===== config.mk =====
export PLATFORM = sky130hd
export DESIGN_NAME = rr_arbiter8
export DESIGN_NICKNAME = d
export VERILOG_FILES = /design/src/rtl/rr_arbiter8.sv
export SDC_FILE = /design/constraint.sdc
export NUM_CORES = 1
export LEC_CHECK = 0
export CAP_MARGIN = 20
export CORE_ASPECT_RATIO = 0.5
export CORE_MARGIN = 4
export CORE_UTILIZATION = 45
export CTS_CLUSTER_SIZE = 12
export DETAILED_ROUTE_END_ITERATION = 8
export DONT_BUFFER_PORTS = 1
export HOLD_SLACK_MARGIN = 0.1
export PLACE_DENSITY = 0.62
export SLEW_MARGIN = 20
export SYNTH_ARGS = -nofsm -noshare
export SYNTH_HDL_FRONTEND = slang
export SYNTH_SLANG_ARGS = --single-unit

===== constraint.sdc =====
create_clock -name clk -period 4.6 [get_ports clk]
set_input_delay 0 -clock clk [delete_from_list [all_inputs] [get_ports clk]]
set_output_delay 0 -clock clk [all_outputs]
set_load 0.02 [all_outputs]

===== src/rtl/rr_arbiter8.sv =====
// Eight-way round-robin arbiter with a bounded hold time per grant.
// Every output is a register; the winner scan is the only combinational path.
module rr_arbiter8 #(
    parameter int unsigned HOLD_CYCLES = 4
) (
    input  logic       clk,
    input  logic       rst,
    input  logic       en,
    input  logic [7:0] req,
    input  logic       rel,
    output logic [7:0] grant,
    output logic [2:0] grant_idx,
    output logic       grant_valid,
    output logic       timeout
);

    localparam logic [7:0] CntMax = 8'(HOLD_CYCLES - 1);

    typedef enum logic [0:0] {StIdle, StGrant} state_e;

    state_e     state;
    logic [2:0] ptr;
    logic [7:0] cnt;

    logic [2:0] winner;
    logic       found;
    logic [2:0] scan_idx;
    logic       release_now;
    logic       expire_now;

    // Scan starts just past the last winner; ptr itself is checked last.
    always_comb begin
        winner   = 3'd0;
        found    = 1'b0;
        scan_idx = 3'd0;
        for (int i = 1; i <= 8; i++) begin
            scan_idx = ptr + 3'(i);
            if (!found && req[scan_idx]) begin
                winner = scan_idx;
                found  = 1'b1;
            end
        end
    end

    always_comb begin
        release_now = rel || !req[grant_idx] || !en;
        expire_now  = (cnt == CntMax);
    end

    always_ff @(posedge clk) begin
        if (rst) begin
            state       <= StIdle;
            ptr         <= 3'd7;
            cnt         <= 8'd0;
            grant       <= 8'd0;
            grant_idx   <= 3'd0;
            grant_valid <= 1'b0;
            timeout     <= 1'b0;
        end else begin
            timeout <= 1'b0;
            unique case (state)
                StIdle: begin
                    if (en && found) begin
                        grant       <= 8'd1 << winner;
                        grant_idx   <= winner;
                        grant_valid <= 1'b1;
                        cnt         <= 8'd0;
                        state       <= StGrant;
                    end
                end
                StGrant: begin
                    if (release_now || expire_now) begin
                        grant       <= 8'd0;
                        grant_valid <= 1'b0;
                        ptr         <= grant_idx;
                        timeout     <= expire_now && !release_now;
                        state       <= StIdle;
                    end else begin
                        cnt <= cnt + 8'd1;
                    end
                end
                default: state <= StIdle;
            endcase
        end
    end

endmodule


==> results.sh <==
export IMPL_status="finished clean"
export IMPL_grt_pass1_vias=1735
export IMPL_multi_input_area_um2=1550
export IMPL_port_buffers=0
export IMPL_preCtsSetupSlack_ns=0.891
export IMPL_rsz0062_at_grt="no"
export IMPL_ant_nets=0
export IMPL_drt_iter0_drc=57
export IMPL_htreeDepth=1
export IMPL_ctsResizeCount=0
export IMPL_hold_path_startpoint="en"
export IMPL_n_fill_cell=443
export IMPL_rr_startpoint="ptr[0]"
export IMPL_fin_worst_skew_ns=0.00532
export IMPL_share_seq_of_total_power_pct=37.2
export IMPL_ir_worst_vdd_uv=132
export IMPL_clockBufferDepth=2
export IMPL_synth_area_leaders="dfxtp_1, mux4_2, mux2i_1"
export IMPL_synth_distinct_cells=58
export IMPL_required_ns=4.81
export IMPL_postLayoutCoreUtil_pct=50.2
export IMPL_synth_top_area_share_pct=23.1
export IMPL_die_w_um=106
export IMPL_fin_crit_ns=3.76
export IMPL_cts_sinks=25
export IMPL_slew_violations=0
export IMPL_die_area_um2=6060
export IMPL_worst_setup_path_end_kind="register"
export IMPL_die_height_um=57.1
export IMPL_achievable_frequency_ghz=0.266
export IMPL_synth_flop_cell="dfxtp_1"
export IMPL_rrSetupSlack_ns=0.84
export IMPL_grt_max_degree=29
export IMPL_synth_seq_cells=25
export IMPL_vias=1823
export IMPL_area_growth_pct=4.79
export IMPL_n_antenna_cell=0
export IMPL_cts_tree="yes"
export IMPL_p_sw_uw=262
export IMPL_clk_pin_slew_ns=0.09
export IMPL_finalCritPeriodShare_pct=81.6
export IMPL_synth_commonest_cells="dfxtp_1, nand2_1, nor2_1"
export IMPL_dpl_instance_area_um2=2200
export IMPL_ys_seq_area_share_pct=23.1
export IMPL_dp_hpwl_um=3930
export IMPL_synth_mux_area_fraction_pct=24.6
export IMPL_io_pins=25
export IMPL_p_int_uw=430
export IMPL_placementRows=17
export IMPL_yosysWarnings=0
export IMPL_r2r_end="grant[4]"
export IMPL_finalNetCount=244
export IMPL_drv_cap=0
export IMPL_coreArea_um2=4530
export IMPL_reg2reg_depth=10
export IMPL_wl_per_cell_um=17.9
export IMPL_grt_pass1_wl_um=9010
export IMPL_hold_viol_final=0
export IMPL_hold_end="grant_idx[0]"
export IMPL_antenna_found_initial=0
export IMPL_clkPwrFrac_pct=18.3
export IMPL_startpoint_type="register"
export IMPL_worst_slack_ns=0.845
export IMPL_postLayoutCellArea_um2=2270
export IMPL_cts_setup_buffers=0
export IMPL_grt_use_total_pct=18.0
export IMPL_overflow=0
export IMPL_setup_tns_ns=0
export IMPL_synth_top_family_by_area="multiplexers"
export IMPL_root_buffer="clkbuf_8"
export IMPL_synth_fp_nets=247
export IMPL_critical_path_max_fanout=14
export IMPL_drc=0
export IMPL_p_leak_uw=0.000854
export IMPL_cp_arrival_ns=3.97
export IMPL_synth_most_common_cell="dfxtp_1"
export IMPL_firstDrtPassIters=4
export IMPL_min_path_cells=4
export IMPL_yosys_area_share_simple_pct=17.7
export IMPL_vias_per_cell=6.20
export IMPL_start_util_pct=47.9
export IMPL_clkLatencyLatePin_ns=0.27
export IMPL_yosysTopAreaCell="dfxtp_1"
export IMPL_ctsHoldBuffers=3
export IMPL_async_flop_share_pct=0
export IMPL_worst_pin_slew_ns=0.599
export IMPL_switching_share_pct=37.8
export IMPL_avgSynthCellArea_um2=9.35
export IMPL_drive_gt1_share_pct=18.0
export IMPL_synth_xor_area_share_pct=3.98
export IMPL_wl_um=5260
export IMPL_synth_adder_area_share_pct=1.73
export IMPL_synth_compound_area_share_pct=23.3
export IMPL_p_comb_share_pct=44.5
export IMPL_max_slew_margin_pct=60.1
export IMPL_crit_type="register to register"
export IMPL_cts_buffers=3
export IMPL_synthCells=232
export IMPL_seqCellArea_um2=500
export IMPL_synth_edf_count=0
export IMPL_place_gp_congestion=0.826
export IMPL_min_path_type="input port to register"
export IMPL_syn_cell_area_um2=2170
export IMPL_setup_viol=0
export IMPL_cellPowerDensity_nw_per_um2=304
==> per-stage QoR <==
step           power (uW)  cells  hold WS, ns
2_1_floorplan         513    232       0.0716
3_3_place_gp          559    287       0.0738
3_5_place_dp          563    287       0.0742
4_1_cts               697    294        0.195
5_1_grt               741    294        0.230
6_report              692    294        0.187
==> power by group through the flow <==
| stage | Clock (uW) | Combinational [uW] | Sequential (uW) |
|---|---|---|---|
| 6_report | 127 | 308 | 257 |
| 2_1_floorplan | 0 | 256 | 257 |
| 4_1_cts | 134 | 306 | 258 |
| 3_3_place_gp | 0 | 296 | 263 |
| 5_1_grt | 142 | 339 | 260 |
| 3_5_place_dp | 0 | 300 | 263 |
==> cell usage in the layout (no fill, tap or decap), types with 6 or more instances in the layout <==
| master | synthesis | final |
|---|---|---|
| xor2_1 | 6 | 6 |
| inv_1 | 9 | 9 |
| nor2_1 | 19 | 19 |
| nor3_1 | 6 | 6 |
| dfxtp_1 | 25 | 25 |
| a32o_1 | 7 | 7 |
| mux2_2 | 8 | 8 |
| nand2_1 | 22 | 22 |
| mux2i_1 | 15 | 15 |
| mux4_2 | 13 | 13 |
| a21oi_1 | 8 | 8 |
==> layer usage <==
layer	up-vias	wire length, um	GRT usage, %
met1	888	2440	24.9
met5	-	0	0
met4	0	53	5.35
li1	888	-	-
met3	6	286	4.18
met2	41	2480	28.4
==> registers in the layout, indices dropped and copies added (netlist names) <==
name / flops
grant: 8
grant_idx: 3
state: 1
cnt: 8
timeout: 1
ptr: 3
grant_valid: 1
==> worst max-delay path by stage <==
stage,depth (start not counted),start,end,slack [ns]
floorplan,14,ptr[0],grant[0],1.34
global placement,10,ptr[0],grant[4],0.98
detailed placement,10,ptr[0],grant[4],0.89
CTS,10,ptr[0],grant[4],0.86
global route,11,ptr[0],grant[5],0.52
finish,10,ptr[0],grant[4],0.84
==> worst max-delay path, stage by stage, from the launching register on <==
cell and delay (ns):
dfxtp_1 0.34, clkinv_1 0.22, ha_1 0.71, mux2_2 0.42
or4_4 0.50, o31ai_4 0.08, and3_1 0.36, a21o_2 0.27
nand2b_2 0.14, nor2b_1 0.45, a22o_1 0.20
==> kinds of logic (layout without fill, tap and decap cells) <==
family | after synthesis | after routing
simple gates | 73 | 73
xor+xnor | 9 | 9
buf+inv | 25 | 21
fa+ha+maj | 3 | 3
mux | 36 | 36
flops | 25 | 25
compound gates | 61 | 61
==> cell type report <==
type,count,share of cell area (%)
clock buffer,3,1.82
clock inverter,1,0.220
inverter,10,1.65
multi-input combinational,182,68.0
sequential,25,22.0
tap,66,3.63
timing repair buffer,7,2.64
Power figures use the tool's default switching activity.
